## config.mk

```make
export PLATFORM = sky130hd
export DESIGN_NAME = ecc_scrub_ctrl
export DESIGN_NICKNAME = d
export VERILOG_FILES = /design/src/rtl/ecc_pkg.sv /design/src/rtl/ecc38_correct.sv /design/src/rtl/ecc_scrub_ctrl.sv
export SDC_FILE = /design/constraint.sdc
export NUM_CORES = 1
export LEC_CHECK = 0
export ABC_AREA = 1
export CAP_MARGIN = 40
export CORE_AREA = 4 4 143 145
export DETAILED_ROUTE_END_ITERATION = 8
export DIE_AREA = 0 0 147 149
export PLACE_DENSITY = 0.73
export SYNTH_ARGS = -nofsm -noshare
export SYNTH_HDL_FRONTEND = slang
export SYNTH_SLANG_ARGS = --single-unit
```

## constraint.sdc

```tcl
create_clock -name clk -period 2.15 [get_ports clk]
set_input_delay 0.215 -clock clk [delete_from_list [all_inputs] [get_ports clk]]
set_output_delay 0.215 -clock clk [all_outputs]
set_load 0.005 [all_outputs]
```

## src/rtl/ecc_pkg.sv

```systemverilog
// Shared ECC widths, scrubber state encoding and the Hamming(38,32) encoder.
package ecc_pkg;

    localparam int unsigned ECC_DW = 32;
    localparam int unsigned ECC_PW = 6;
    localparam int unsigned ECC_CW = 38;

    typedef enum logic [2:0] {
        IDLE,
        WAIT,
        RD,
        CAP,
        CHK,
        WR,
        NEXT
    } scrub_state_t;

    // Codeword bit i is Hamming position i+1; parity at power-of-two positions.
    function automatic logic [ECC_CW-1:0] ecc_encode32(input logic [ECC_DW-1:0] data);
        logic [ECC_CW-1:0] cw;
        int unsigned       j;
        logic              par;
        cw = '0;
        j  = 0;
        for (int unsigned i = 0; i < ECC_CW; i++) begin
            if (((i + 1) & i) != 0) begin
                cw[6'(i)] = data[5'(j)];
                j++;
            end
        end
        for (int unsigned k = 0; k < ECC_PW; k++) begin
            par = 1'b0;
            for (int unsigned i = 0; i < ECC_CW; i++) begin
                if ((((i + 1) >> k) & 1) != 0) begin
                    par = par ^ cw[6'(i)];
                end
            end
            cw[6'((1 << k) - 1)] = par;
        end
        return cw;
    endfunction

endpackage

```

## src/rtl/ecc38_correct.sv

```systemverilog
// Combinational Hamming(38,32) syndrome decode and single-bit correction.
module ecc38_correct
    import ecc_pkg::*;
(
    input  logic [ECC_CW-1:0] codeword,
    output logic [ECC_PW-1:0] syndrome,
    output logic [ECC_CW-1:0] corrected,
    output logic              correctable,
    output logic              uncorrectable
);

    // Syndrome bit k covers every position with bit k set.
    always_comb begin
        syndrome = '0;
        for (int unsigned k = 0; k < ECC_PW; k++) begin
            for (int unsigned i = 0; i < ECC_CW; i++) begin
                if ((((i + 1) >> k) & 1) != 0) begin
                    syndrome[3'(k)] = syndrome[3'(k)] ^ codeword[6'(i)];
                end
            end
        end
    end

    // Syndromes past the last position cannot point at a single bad bit.
    assign correctable   = (syndrome != '0) && (syndrome <= 6'(ECC_CW));
    assign uncorrectable = (syndrome > 6'(ECC_CW));
    assign corrected     = correctable ? (codeword ^ (ECC_CW'(1) << (syndrome - 6'd1)))
                                       : codeword;

endmodule

```

## src/rtl/ecc_scrub_ctrl.sv

```systemverilog
// Background scrubber: walks every entry, corrects single-bit errors in place,
// counts corrections and latches the first uncorrectable address.
module ecc_scrub_ctrl
    import ecc_pkg::*;
#(
    parameter int unsigned DEPTH    = 32,
    parameter int unsigned AW       = 5,
    parameter int unsigned INTERVAL = 1024
) (
    input  logic              clk,
    input  logic              resetn,
    input  logic              enable,
    output logic              mem_req,
    output logic              mem_we,
    output logic [AW-1:0]     mem_addr,
    output logic [ECC_CW-1:0] mem_wdata,
    input  logic              mem_gnt,
    input  logic [ECC_CW-1:0] mem_rdata,
    input  logic              core_wr,
    input  logic [AW-1:0]     core_wr_addr,
    output logic [15:0]       err_count,
    output logic              uncorr,
    output logic [AW-1:0]     uncorr_addr,
    output logic              pass_done,
    output logic              busy
);

    localparam int unsigned       CNT_W     = (INTERVAL > 1) ? $clog2(INTERVAL) : 1;
    localparam logic [CNT_W-1:0]  CNT_LAST  = CNT_W'(INTERVAL - 1);
    localparam logic [AW-1:0]     LAST_ADDR = AW'(DEPTH - 1);

    scrub_state_t      state;
    scrub_state_t      next_state;
    logic [CNT_W-1:0]  cnt;
    logic [CNT_W-1:0]  cnt_d;
    logic [ECC_CW-1:0] cw_q;
    logic              hazard_q;
    logic              hazard_d;
    logic              core_hit;

    logic [ECC_PW-1:0] syndrome;
    logic [ECC_CW-1:0] corrected;
    logic              correctable;
    logic              uncorrectable;

    logic              mem_req_d;
    logic              mem_we_d;
    logic [AW-1:0]     mem_addr_d;
    logic [ECC_CW-1:0] mem_wdata_d;
    logic [15:0]       err_count_d;
    logic              uncorr_d;
    logic [AW-1:0]     uncorr_addr_d;
    logic              pass_done_d;
    logic              busy_d;

    ecc38_correct u_correct (
        .codeword      (cw_q),
        .syndrome      (syndrome),
        .corrected     (corrected),
        .correctable   (correctable),
        .uncorrectable (uncorrectable)
    );

    // A core write to the entry being scrubbed makes our write-back stale.
    assign core_hit = core_wr && (core_wr_addr == mem_addr);

    // State register.
    always_ff @(posedge clk or negedge resetn) begin
        if (!resetn) begin
            state <= IDLE;
        end else begin
            state <= next_state;
        end
    end

    // Next-state logic; a core hit beats a simultaneous write grant.
    always_comb begin
        next_state = state;
        case (state)
            IDLE: if (enable) next_state = WAIT;
            WAIT: if (cnt == CNT_LAST) next_state = RD;
            RD:   if (mem_gnt) next_state = CAP;
            CAP:  next_state = CHK;
            CHK: begin
                if ((syndrome == '0) || uncorrectable || hazard_q || core_hit) begin
                    next_state = NEXT;
                end else begin
                    next_state = WR;
                end
            end
            WR:   if (core_hit || mem_gnt) next_state = NEXT;
            NEXT: next_state = enable ? WAIT : IDLE;
            default: next_state = IDLE;
        endcase
    end

    // Next values for the registered outputs and datapath.
    always_comb begin
        mem_req_d     = (next_state == RD) || (next_state == WR);
        mem_we_d      = (next_state == WR);
        busy_d        = (next_state != IDLE) && (next_state != WAIT);
        mem_wdata_d   = mem_wdata;
        mem_addr_d    = mem_addr;
        pass_done_d   = 1'b0;
        err_count_d   = err_count;
        uncorr_d      = uncorr;
        uncorr_addr_d = uncorr_addr;
        cnt_d         = '0;
        hazard_d      = (state == CAP) && core_hit;

        if ((state == WAIT) && (cnt != CNT_LAST)) begin
            cnt_d = cnt + CNT_W'(1);
        end
        if ((state == CHK) && (next_state == WR)) begin
            mem_wdata_d = corrected;
        end
        if ((state == CHK) && correctable && (err_count != 16'hFFFF)) begin
            err_count_d = err_count + 16'd1;
        end
        if ((state == CHK) && uncorrectable) begin
            uncorr_d = 1'b1;
            if (!uncorr) begin
                uncorr_addr_d = mem_addr;
            end
        end
        if (state == NEXT) begin
            mem_addr_d  = (mem_addr == LAST_ADDR) ? '0 : mem_addr + AW'(1);
            pass_done_d = (mem_addr == LAST_ADDR);
        end
    end

    // Output and datapath registers.
    always_ff @(posedge clk or negedge resetn) begin
        if (!resetn) begin
            mem_req     <= 1'b0;
            mem_we      <= 1'b0;
            mem_addr    <= '0;
            mem_wdata   <= '0;
            err_count   <= '0;
            uncorr      <= 1'b0;
            uncorr_addr <= '0;
            pass_done   <= 1'b0;
            busy        <= 1'b0;
            cnt         <= '0;
            hazard_q    <= 1'b0;
            cw_q        <= '0;
        end else begin
            mem_req     <= mem_req_d;
            mem_we      <= mem_we_d;
            mem_addr    <= mem_addr_d;
            mem_wdata   <= mem_wdata_d;
            err_count   <= err_count_d;
            uncorr      <= uncorr_d;
            uncorr_addr <= uncorr_addr_d;
            pass_done   <= pass_done_d;
            busy        <= busy_d;
            cnt         <= cnt_d;
            hazard_q    <= hazard_d;
            if (state == CAP) begin
                cw_q <= mem_rdata;
            end
        end
    end

endmodule

```

; ---- Word-level counts from Yosys, hierarchy flattened
; Index checks and enable logic that the tools add are counted.
[word_totals]
ff_bits = 121
latchBits = 0
ram_bits = 0
mem_bits_ro = 0
inputBits = 48
out_inout_bits = 69
wordCells = 156
mem_count = 0
[classes]
n_addsub = 4
mul = 0
div_mod_pow = 0
order_cmp = 2
eq_ne = 14
shift = 1
mux = 11
n_bitwise = 92
n_reduce_logical = 19
[ops]
columns = op, n
row1 = $xor 1x1->1, 90
row2 = $mux 38, 1
row3 = $shl 1x6->38 const A, 1
row4 = $xor 38x38->38, 1
row5 = $pmux 3 s7, 1
row6 = $add 16x1->16 const B, 1
row7 = $ne 16x16->1 const B, 1
row8 = $eq 3x3->1 const B, 4
row9 = $mux 3, 4
row10 = $add 10x1->10 const B, 1
row11 = $eq 10x10->1 const B, 1
row12 = $mux 10, 1
row13 = $ne 10x10->1 const B, 1
row14 = $eq 3x2->1 const B, 3
row15 = $logic_and 1x1->1, 9
row16 = $gt 6x6->1 const B, 1
row17 = $le 6x6->1 const B, 1
row18 = $logic_not 6->1, 1
row19 = $reduce_bool 6->1, 1
row20 = $sub 6x1->6 const B, 1
row21 = $add 5x1->5 const B, 1
row22 = $eq 5x5->1, 1
row23 = $eq 5x5->1 const B, 1
row24 = $logic_or 1x1->1, 5
row25 = other kinds (9), 10

; ---- Depth between registers and ports, before layout
; Gate-level depths: netlist (run 1).
[depth]
depth_word = 26
depth_mapped = 24
mapped_depth_nobuf = 22

; ---- Modules after synthesis
; Synthesis (run 1) repeated with hierarchy kept, for this count alone.
[hier_totals]
hier_cells = 1031
hier_area_um2 = 7606.0
[modules_own_cells]
columns = module, instances, cells_per_inst, area_each_um2, seq_area_each_um2
row1 = ecc_scrub_ctrl, 1, 519, 5178.7, 3027.9
row2 = ecc38_correct, 1, 512, 2427.3, 0.0

; ---- Worst setup path after synthesis (run 1)
; OpenSTA, ideal clock, no wires.
[synth_path]
kind = register to register
start = register cw_q[30]
end = register err_count[8]
setup_ns = 0.116
t_arrival_ns = 2.068
required_time_ns = 2.034
path_slack_ns = -0.034
stages_incl_launch_ff = 23
path_buffers = 2
synth_period_minus_slack_ns = 2.184
cell_sequence = dfrtp_1 -> buf_4 -> inv_2 -> nand2_1 -> nand3_1 -> nand2_1 -> nor2_1 -> nor2_2 -> nand2_2 -> nand2_1 -> nand2_1 -> nand2_4 -> nor2_8 -> nand3_4 -> nand2_4 -> nand2_4 -> nand2_2 -> inv_2 -> nand2_4 -> inv_4 -> buf_12 -> nand2_1 -> nand2_1
[synth_between]
elab_chain_cells = 8
word_cells_on_any_way = 19
classes_between = order compare (1) / bitwise (14) / reduce/logical (4)
[synth_lines]
columns = item, line_no
row1 = start: declaration, ecc_scrub_ctrl.sv:36  ; logic [ECC_CW-1:0] cw_q;
row2 = start signal: assignment, ecc_scrub_ctrl.sv:160  ; cw_q <= mem_rdata;
row3 = $xor 1x1->1 (4 in series), ecc38_correct.sv:18  ; syndrome[3'(k)] = syndrome[3'(k)] ^ codeword[6'(i)];
row4 = $le 6x6->1 or $reduce_bool 6->1 (tied branches), ecc38_correct.sv:25  ; assign correctable = (syndrome != '0) && (syndrome <= 6'(ECC_CW));
row5 = $logic_and 1x1->1 (*), ecc38_correct.sv:25
row6 = $logic_and 1x1->1 (*) (2 in series), ecc_scrub_ctrl.sv:117  ; if ((state == CHK) && correctable && (err_count != 16'hFFFF)) begin
row7 = end signal: assignment, ecc_scrub_ctrl.sv:152  ; err_count <= err_count_d;
row8 = end: declaration, ecc_scrub_ctrl.sv:21  ; output logic [15:0] err_count,
; Mark *: on every way between the ends. The rest lies on a longest branch, timed or not.
; A chain may end at the register's enable or synchronous reset.

; ---- Worst setup path in the final report (run 1)
[layout_path]
start = register cw_q[21]
end = register err_count[8]
[layout_between]
elab_chain_cells = 14
word_cells_on_any_way = 33
classes_between = order compare (1) / bitwise (28) / reduce/logical (4)
[layout_lines]
columns = item, line_no
row1 = $xor 1x1->1 (10 in series), ecc38_correct.sv:18
row2 = $le 6x6->1 or $reduce_bool 6->1 (tied branches), ecc38_correct.sv:25
row3 = $logic_and 1x1->1 (*), ecc38_correct.sv:25
row4 = $logic_and 1x1->1 (*) (2 in series), ecc_scrub_ctrl.sv:117
; Marks and branches as above.

==> results.py, run 1 <==
metrics = {
    "die": {
        "num_rows": 51,
        "ioPinCount": 117,
        "die_x_um": 147,
        "initial_core_util_pct": 39.2,
        "die_area_sq_um": 21900,
        "die_h_um": 149,
        "core_area_sq_um": 19200,
    },
    "critical_path": {
        "critPathLaunchType": "flip-flop",
        "path_class": "flip-flop to flip-flop",
        "cp.arrival_ns": 2.83,
        "worstPathMaxFanout": 9,
        "max_stage_delay_ns": 0.45,
        "crit_chain": "inv_2 > nand2_2 > nand2_1 > nand2_1 > nand2_1 > nand2_1 > inv_1 > nor2_2 > nand2_4 > buf_6 > nand3_4 > nand2_4 > nor2_8 > nand3_4 > nand2_8 > nand2_8 > buf_6 > nand2_4 > inv_6 > nand2_8 > inv_4 > nand2_1 > nand2_1",
        "required_ns": 2.47,
        "cp_top_family": "simple AND/OR/NAND/NOR gates",
        "crit_slowest_cell": "dfrtp_2",
        "path_common_cell": "nand2_1",
        "crit_buf_inv": 6,
        "cp-end-kind": "flip-flop",
    },
    "synthesis": {
        "synthesis.nets": 1073,
        "async_flop_share_pct": 100,
        "avgSynthCellArea_sq_um": 7.38,
        "synthFlopType": "dfrtp_1",
        "ys_seq_area_share_pct": 40.2,
        "synth_edf_count": 0,
        "synthCells": 1021,
        "netlist_area_sq_um": 7530,
        "yosysUniqueCellTypes": 44,
        "ys_ff_latch": 121,
        "ys_warn_count": 0,
    },
    "timing": {
        "drv_slew": 0,
        "hold_viol_final": 0,
        "min_period_ns": 2.51,
        "fmax_mhz": 399,
        "relSlewSlack_pct": 61.5,
        "worst_slack_ns": -0.358,
        "timing.hold.ws_ns": 0.315,
        "rsz0062_at_grt": "true",
        "max_slew.worst_pin.slew_ns": 0.577,
        "setup_viol": 63,
        "skew_ns": 0.0108,
        "finalSetupTns_ns": -18.23,
        "period_share_pct": 117,
    },
    "grt": {
        "first_global_vias": 7662,
        "grtUsageTotal_pct": 22.0,
        "overflow": 0,
        "grt_max_degree": 75,
        "grt_pass1_wl_mm": 38.4,
        "antenna_found_initial": 0,
    },
    "final_layout": {
        "antenna_cells": 0,
        "stdcell_count": 1559,
        "layout_common_cells": "nand2_1 (303), buf_4 (126), clkdlybuf4s50_1 (115), dfrtp_1 (101), inv_1 (87)",
        "nets": 1333,
        "fill_cells": 1629,
        "final_common_cell": "nand2_1",
        "syn2layout_area_growth_pct": 52.0,
        "drive_gt1_share_pct": 30.0,
    },
    "power": {
        "power_frac_clock_pct": 53.7,
        "power.density_nw_per_um2": 495,
        "ir_drop_mv": 0.578,
        "total_power_uw": 5670,
        "p_leak_uw": 0.00534,
        "p_sw_share_pct": 23.9,
        "p_seq_share_pct": 41.7,
        "p_comb_share_pct": 4.6,
        "p_int_uw": 4310,
        "p_sw_uw": 1360,
    },
    "placement": {
        "io_buffers": 116,
        "post-place-ws_ns": -0.446,
        "dp.cells": 1490,
        "place.gp.congestion": 0.982,
        "hpwl_mm": 17.5,
    },
    "clocking": {
        "cts.clk_slew.worst_paths_ns": 0.07,
        "clockRootBuffer": "clkbuf_16",
        "cts_tree": "built",
        "h-tree-depth": 4,
        "clkSinkCount": 121,
        "numCtsBuffers": 17,
        "clock_latency_ns": 0.43,
        "clock_path_buffers": 2,
    },
    "run_status": {
        "violations": "setup timing",
        "status": "complete, but fails checks",
    },
    "routing": {
        "first_pass_iters": 7,
        "drc_errors": 0,
        "drt_iter0_drc": 526,
        "via_per_inst": 5.07,
        "via_count": 7909,
        "drtAntennaViolNets": 0,
        "drt-total-wl_mm": 25.0,
        "avgRoutedWirePerCell_um": 16.1,
    },
    "worst_hold_path": {
        "holdCritPathClass": "primary input to asynchronous set/reset pin",
    },
    "run": {
        "cap_violations": 0,
    },
}
cell families after synthesis:
family | after synthesis | share of synthesized area (%)
buffers and inverters | 159 | 9.53
AOI/OAI and AO/OA | 81 | 6.11
xor gates and xnor gates | 62 | 7.66
DFF | 121 | 40.2
adders and majority gates | 4 | 0.664
and+or+nand+nor | 594 | 35.9
metal layers:
metal  GRT usage [%]  vias up  share of wire (%)
li1                -     3799                  -
met1            26.4     3733                 39
met2            37.8      305                 49
met3            6.32       72                7.7
met4            8.34        0                3.7
met5               0        -                  0
power by group through the flow:
stage / Combinational, uW / Sequential [uW] / Clock, uW
after global placement: 255 / 2400 / 0
after floorplan: 87.8 / 2400 / 0
final: 260 / 2370 / 3040
after CTS: 266 / 2370 / 3080
after detailed placement: 261 / 2410 / 0
after global routing: 294 / 2370 / 3200
registers in the layout, summed over array words and instances (netlist names), 3 cells and up:
signal       flops
cnt             10
mem_wdata       38
state            3
err_count       16
mem_addr         5
cw_q            38
uncorr_addr      5
metrics by stage:
| step | utilization [%] | area, sq um |
|---|---|---|
| finish | 59.6 | 11500 |
| global route | 59.6 | 11500 |
| CTS | 57.2 | 11000 |
| detailed placement | 51.3 | 9850 |
| global placement | 51.3 | 9850 |
| floorplan | - | 7580 |
synthesized netlist by cell type, types with 2 or more instances:
master / n / area (sq um)
nor2_1: 34 / 128
nand2_2: 14 / 87.6
nand3b_1: 2 / 15.0
and3_1: 3 / 18.8
o21a_1: 4 / 30.0
nor2_2: 5 / 31.3
inv_1: 103 / 387
nand3_2: 2 / 20.0
nor4_1: 3 / 18.8
o21ai_2: 8 / 70.1
nand3_4: 2 / 35.0
xnor2_1: 20 / 175
o21ai_0: 51 / 255
buf_6: 6 / 67.6
nand2_1: 359 / 1350
clkbuf_1: 9 / 33.8
a21oi_1: 8 / 40.0
ha_1: 4 / 50.1
nand3_1: 93 / 465
dfrtp_1: 121 / 3030
nand4_1: 45 / 282
xor2_1: 39 / 342
nand2_4: 8 / 90.1
inv_2: 16 / 60.1
o21ai_1: 5 / 25.0
nor2_8: 2 / 40.0
nor3_1: 18 / 90.1
buf_4: 12 / 90.1
buf_2: 9 / 45.0
nor3_2: 2 / 20.0
layout make-up:
cell class	count	area [sq um]	share of cell area [%]
multi-input cells	744	4340	37.9
clock buffers	17	425	3.71
repair inverters	1	6.26	0.0546
repair buffers	275	2630	22.9
flip-flops and latches	121	3050	26.7
clock inverters	15	191	1.67
inverters	121	484	4.23
well taps	265	332	2.89
worst reg2reg max path, cell delays in order (launching register included):
cell and delay, ns:
dfrtp_2 0.45, inv_2 0.07, nand2_2 0.08, nand2_1 0.05, nand2_1 0.08, nand2_1 0.08, nand2_1 0.09, inv_1 0.05
nor2_2 0.14, nand2_4 0.09, buf_6 0.12, nand3_4 0.05, nand2_4 0.09, nor2_8 0.13, nand3_4 0.10, nand2_8 0.13
nand2_8 0.07, buf_6 0.12, nand2_4 0.06, inv_6 0.05, nand2_8 0.11, inv_4 0.09, nand2_1 0.07, nand2_1 0.04
worst paths after layout:
kind,start,end,slack (ns),cells past startpoint
min reg2reg,cnt[0],cnt[0],0.47,1
max reg2reg,cw_q[21],err_count[8],-0.36,23
max in group asynchronous,resetn,cw_q[20],1.24,3
min in group clk,mem_rdata[32],cw_q[32],0.34,3
max,cw_q[21],err_count[8],-0.36,23
min,resetn,err_count[7],0.31,2
timing repair:
item                       CTS  global route
hold endpoints to repair    37             0
setup endpoints to repair   64            65
hold buffers                 1             0
pin swaps                   29            32
gates cloned                 4             3
gates resized for setup    100            88
buffers inserted            19            11
Power figures use the tool's default switching activity.
==> run 2, diff against run 1 <==
Settings changed: CORE_AREA 4 4 143 145 to 4 4 164 166, DIE_AREA 0 0 147 149 to 0 0 168 170, PLACE_DENSITY 0.73 to 0.6.
==> results.py, run 2 (same netlist as run 1, synthesis figures left out) <==
metrics = {
    "critical_path": {
        "critPathLaunchType": "flip-flop",
        "cp-end-kind": "flip-flop",
        "cp_top_family": "simple AND/OR/NAND/NOR gates",
        "max_stage_delay_ns": 0.38,
        "required_ns": 2.49,
        "crit_slowest_cell": "dfrtp_1",
        "crit_buf_inv": 6,
        "reg2regPathDepth": 21,
        "worstPathMaxFanout": 8,
        "cp.depth": 21,
        "path_class": "flip-flop to flip-flop",
        "cp.arrival_ns": 2.83,
        "crit_chain": "inv_2 > buf_4 > buf_4 > nand2_1 > nand2_1 > nand2_1 > nand2_2 > xor2_1 > nand2_1 > nand2_4 > nor2_8 > nand3_4 > nand2_4 > nand2_4 > buf_6 > nand2_4 > inv_4 > nand2_8 > buf_6 > nand2_2 > o21ai_1",
    },
    "timing": {
        "relSlewSlack_pct": 68.0,
        "skew_ns": 0.0113,
        "max_slew.worst_pin.slew_ns": 0.480,
        "rsz0062_at_grt": "true",
        "setup_viol": 64,
        "min_period_ns": 2.49,
        "drv_slew": 0,
        "fmax_mhz": 402,
        "worst_slack_ns": -0.337,
        "period_share_pct": 116,
        "hold_viol_final": 0,
    },
    "die": {
        "die_h_um": 170,
        "num_rows": 59,
        "ioPinCount": 117,
        "die_x_um": 168,
        "initial_core_util_pct": 29.4,
        "core_area_sq_um": 25600,
        "die_area_sq_um": 28600,
    },
    "routing": {
        "avgRoutedWirePerCell_um": 16.0,
        "via_count": 7647,
        "drc_errors": 0,
        "drt-total-wl_mm": 26.1,
        "first_pass_iters": 5,
        "drt_iter0_drc": 470,
        "drtAntennaViolNets": 0,
        "via_per_inst": 4.70,
    },
    "final_layout": {
        "layout_common_cells": "nand2_1 (286), buf_4 (121), clkdlybuf4s50_1 (115), dfrtp_1 (105), inv_1 (97)",
        "final_common_cell": "nand2_1",
        "nets": 1332,
        "regArea_sq_um": 3050,
        "fill_cells": 2511,
        "antenna_cells": 0,
        "syn2layout_area_growth_pct": 53.2,
        "fin_util_pct": 45.1,
        "drive_gt1_share_pct": 30.2,
        "reg.largest.list": "cw_q: 38 flops, mem_wdata: 38 flops, err_count: 16 flops",
        "multi_input_area_sq_um": 4340,
    },
    "grt": {
        "first_global_vias": 7699,
        "grt_pass1_wl_mm": 40.4,
        "overflow": 0,
        "antenna_found_initial": 0,
        "grtUsageTotal_pct": 17.7,
        "grt_max_degree": 76,
    },
    "clocking": {
        "cts_tree": "built",
        "cts.clk_slew.worst_paths_ns": 0.06,
        "h-tree-depth": 4,
        "clockRootBuffer": "clkbuf_16",
        "clock_latency_ns": 0.42,
        "numCtsBuffers": 17,
        "clock_path_buffers": 2,
        "clkSinkCount": 121,
    },
    "placement": {
        "place.gp.congestion": 0.902,
        "post-place-ws_ns": -0.455,
        "io_buffers": 116,
        "hpwl_mm": 18.5,
    },
    "power": {
        "ir_drop_mv": 0.426,
        "p_leak_uw": 0.00535,
        "power.density_nw_per_um2": 488,
    },
    "run_status": {
        "violations": "setup timing",
        "status": "complete, but fails checks",
    },
    "run": {
        "cap_violations": 0,
    },
    "worst_hold_path": {
        "holdCritPathClass": "primary input to asynchronous set/reset pin",
    },
}
run 2: worst register-to-register path, stage by stage, from the launching register on:
cell	delay [ns]
dfrtp_1	0.38
inv_2	0.08
buf_4	0.14
buf_4	0.13
nand2_1	0.07
nand2_1	0.05
nand2_1	0.07
nand2_2	0.09
xor2_1	0.18
nand2_1	0.11
nand2_4	0.10
nor2_8	0.20
nand3_4	0.10
nand2_4	0.09
nand2_4	0.07
buf_6	0.12
nand2_4	0.05
inv_4	0.04
nand2_8	0.12
buf_6	0.13
nand2_2	0.04
o21ai_1	0.06
run 2: per-stage QoR:
| stage | std cells | hold slack [ns] | cell area (sq um) | TNS [ns] | total power, uW |
|---|---|---|---|---|---|
| after global routing | 1628 | 0.295 | 11500 | -27.21 | 5860 |
| after CTS | 1615 | 0.262 | 11100 | -12.77 | 5710 |
| after floorplan | 1021 | -0.0806 | 7580 | -0.00839 | 2490 |
| final | 1628 | 0.266 | 11500 | -17.40 | 5640 |
| after global placement | 1564 | 0.148 | 9940 | -22.05 | 2660 |
| after detailed placement | 1564 | 0.155 | 9940 | -24.06 | 2660 |
run 2: report_power, final:
part           switching [uW]  internal (uW)
clock network            1230           1790
registers                36.9           2330
logic                     124            129
total                    1390           4250
run 2: metal layers:
metal | vias to the layer above | track usage, % | wire, um
li1 | 3781 | - | -
met1 | 3619 | 22.3 | 11300
met2 | 216 | 29.9 | 12500
met3 | 31 | 4.72 | 1710
met4 | 0 | 5.43 | 591
met5 | - | 0 | 0
run 2: area by class of cell:
| cell class | instances | area share (%) |
|---|---|---|
| Timing Repair inverter | 1 | 0.0759 |
| Sequential cell | 121 | 26.4 |
| Tap cell | 335 | 3.63 |
| Clock buffer | 18 | 3.80 |
| Multi-Input combinational cell | 744 | 37.6 |
| Inverter | 121 | 4.18 |
| Timing Repair Buffer | 274 | 22.8 |
| Clock inverter | 14 | 1.51 |
run 2: what timing repair did:
item | CTS | global route
gates resized for setup | 108 | 85
hold buffers | 1 | 0
setup buffers | 17 | 6
setup endpoints to repair | 65 | 65
hold endpoints to repair | 20 | 0
pin swaps | 25 | 28
gates cloned | 3 | 7
run 2: path summary, 6_finish.rpt:
kind / slack, ns / end / from
setup reg to reg: -0.34 / err_count[2] / cw_q[22]
hold reg to reg: 0.46 / cnt[0] / cnt[0]
min in group clk: 0.34 / cw_q[31] / mem_rdata[31]
setup / recovery: -0.34 / err_count[2] / cw_q[22]
hold / removal: 0.27 / cw_q[33] / resetn
max in group asynchronous: 1.11 / cw_q[6] / resetn
==> run 3, diff against run 2 <==
Settings changed: CORE_AREA 4 4 164 166 to 2 2 162 164, DIE_AREA 0 0 168 170 to 0 0 164 166, TNS_END_PERCENT set to 20.
==> results.py, run 3 (same netlist as run 1, synthesis figures left out) <==
metrics = {
    "critical_path": {
        "crit_buf_inv": 4,
        "crit_slowest_cell": "dfrtp_2",
        "required_ns": 2.47,
        "path_common_cell": "nand2_2",
        "cp.arrival_ns": 2.85,
        "cp-startpoint": "cw_q[30]",
        "reg2reg_slack_ns": -0.38,
        "reg2regPathDepth": 22,
        "max_stage_delay_ns": 0.50,
        "critPathLaunchType": "flip-flop",
        "r2r-start": "cw_q[30]",
        "path_class": "flip-flop to flip-flop",
        "worstReg2RegEnd": "mem_wdata[26]",
        "crit_chain": "inv_4 > nand2_4 > nand2_2 > nand2_1 > nand2_2 > inv_2 > nand2_2 > nand2_1 > nand2_2 > nand2_2 > nand2_4 > nand2_8 > buf_4 > nor2_4 > nand2_2 > nand2_4 > nand2_8 > clkbuf_16 > nand3_1 > nand2_1 > nand3_1 > nand2_1",
        "cp-end-kind": "flip-flop",
        "worstPathMaxFanout": 9,
        "cp_top_family": "simple AND/OR/NAND/NOR gates",
    },
    "die": {
        "num_rows": 59,
        "die_h_um": 166,
        "core_area_sq_um": 25600,
        "die_x_um": 164,
        "die_area_sq_um": 27200,
        "initial_core_util_pct": 29.4,
        "ioPinCount": 117,
    },
    "run_status": {
        "violations": "setup timing",
        "status": "complete, but fails checks",
    },
    "final_layout": {
        "syn2layout_area_growth_pct": 53.1,
        "final_common_cell": "nand2_1",
        "regArea_sq_um": 3050,
        "multi_input_area_sq_um": 4340,
        "reg.largest.list": "cw_q: 38 flops, mem_wdata: 38 flops, err_count: 16 flops",
        "fin_util_pct": 45.0,
        "fill_cells": 2488,
        "drive_gt1_share_pct": 29.8,
        "antenna_cells": 0,
        "nets": 1330,
        "layout_common_cells": "nand2_1 (299), buf_4 (124), clkdlybuf4s50_1 (115), dfrtp_1 (104), inv_1 (93)",
    },
    "grt": {
        "grt_pass1_wl_mm": 39.1,
        "antenna_found_initial": 0,
        "overflow": 0,
        "grtUsageTotal_pct": 18.5,
        "first_global_vias": 7447,
        "grt_max_degree": 77,
    },
    "timing": {
        "min_period_ns": 2.53,
        "relSlewSlack_pct": 68.3,
        "setup_viol": 64,
        "finalSetupTns_ns": -15.35,
        "skew_ns": 0.0135,
        "drv_slew": 0,
        "worst_slack_ns": -0.378,
        "fmax_mhz": 396,
        "max_slew.worst_pin.slew_ns": 0.475,
        "period_share_pct": 118,
        "hold_viol_final": 0,
        "rsz0062_at_grt": "true",
    },
    "routing": {
        "drt_iter0_drc": 502,
        "avgRoutedWirePerCell_um": 15.4,
        "via_count": 7643,
        "drtAntennaViolNets": 0,
        "drc_errors": 0,
        "first_pass_iters": 5,
        "drt-total-wl_mm": 25.0,
        "via_per_inst": 4.70,
    },
    "placement": {
        "place.gp.congestion": 0.901,
        "io_buffers": 116,
        "hpwl_mm": 17.9,
        "post-place-ws_ns": -0.515,
    },
    "power": {
        "ir_drop_mv": 0.373,
        "power.density_nw_per_um2": 489,
        "p_leak_uw": 0.00533,
    },
    "clocking": {
        "cts_tree": "built",
        "cts.clk_slew.worst_paths_ns": 0.06,
        "h-tree-depth": 4,
        "clock_path_buffers": 2,
        "clockRootBuffer": "clkbuf_16",
        "clock_latency_ns": 0.43,
        "clkSinkCount": 121,
        "numCtsBuffers": 17,
    },
    "run": {
        "cap_violations": 0,
    },
    "worst_hold_path": {
        "holdCritPathClass": "primary input to asynchronous set/reset pin",
    },
}
-- run 3: cell types whose count changed in the layout (fill, tap and decap cells not counted), sizes merged --
cell    delta
inv        -2
clkinv     +1
buf        +1
nand2      -2
-- run 3: metal layers --
| layer | vias to the layer above | GRT usage (%) | part of all wire (%) |
|---|---|---|---|
| met5 | - | 0 | 0 |
| li1 | 3774 | - | - |
| met4 | 0 | 6.22 | 2.7 |
| met3 | 45 | 5.12 | 6.5 |
| met1 | 3609 | 23.7 | 43 |
| met2 | 215 | 30.0 | 48 |
-- run 3: where the power goes --
| group | internal (uW) | leakage, uW | total [uW] | switching [uW] |
|---|---|---|---|---|
| Clock | 1800 | 0.000295 | 3020 | 1210 |
| Combinational | 131 | 0.00356 | 252 | 121 |
| Sequential | 2330 | 0.00147 | 2360 | 38.5 |
| Total | 4260 | 0.00533 | 5630 | 1370 |
-- run 3: layout make-up --
cell class | count | share of cell area (%)
clock buffers | 19 | 3.93
clock inverters | 13 | 1.38
inverters | 121 | 4.11
multi-input cells | 742 | 37.6
flip-flops and latches | 121 | 26.4
well taps | 335 | 3.63
repair buffers | 274 | 22.8
repair inverters | 1 | 0.0542
-- run 3: how the worst max path moves through the flow --
stage,slack [ns],depth (start not counted),end
floorplan,-0.004,24,err_count[8]
global placement,-0.46,20,mem_wdata[34]
detailed placement,-0.52,20,mem_wdata[34]
CTS,-0.29,21,err_count[0]
global route,-0.48,22,mem_wdata[26]
finish,-0.38,22,mem_wdata[26]
-- run 3: what timing repair did --
action,4_1_cts,5_1_grt
endpoints found under the hold margin,121,0
setup endpoints to repair,65,65
hold buffers,1,0
pin swaps,29,33
resized for setup,99,90
buffers inserted,16,8
gates cloned,3,3
-- run 3: worst reg2reg max path, cell delays in order (launching register included) --
cell,delay [ns]
dfrtp_2,0.50
inv_4,0.11
nand2_4,0.06
nand2_2,0.07
nand2_1,0.06
nand2_2,0.11
inv_2,0.04
nand2_2,0.06
nand2_1,0.06
nand2_2,0.09
nand2_2,0.07
nand2_4,0.08
nand2_8,0.09
buf_4,0.15
nor2_4,0.14
nand2_2,0.09
nand2_4,0.10
nand2_8,0.08
clkbuf_16,0.17
nand3_1,0.10
nand2_1,0.06
nand3_1,0.08
nand2_1,0.06
-- run 3: through the flow --
step	hold WS [ns]	total power, uW	std cells	instance area, sq um
5_1_grt	0.347	5840	1626	11500
6_report	0.317	5630	1626	11500
3_5_place_dp	0.244	2660	1565	9970
2_1_floorplan	-0.0806	2490	1021	7580
3_3_place_gp	0.249	2660	1565	9970
4_1_cts	0.335	5690	1616	11100
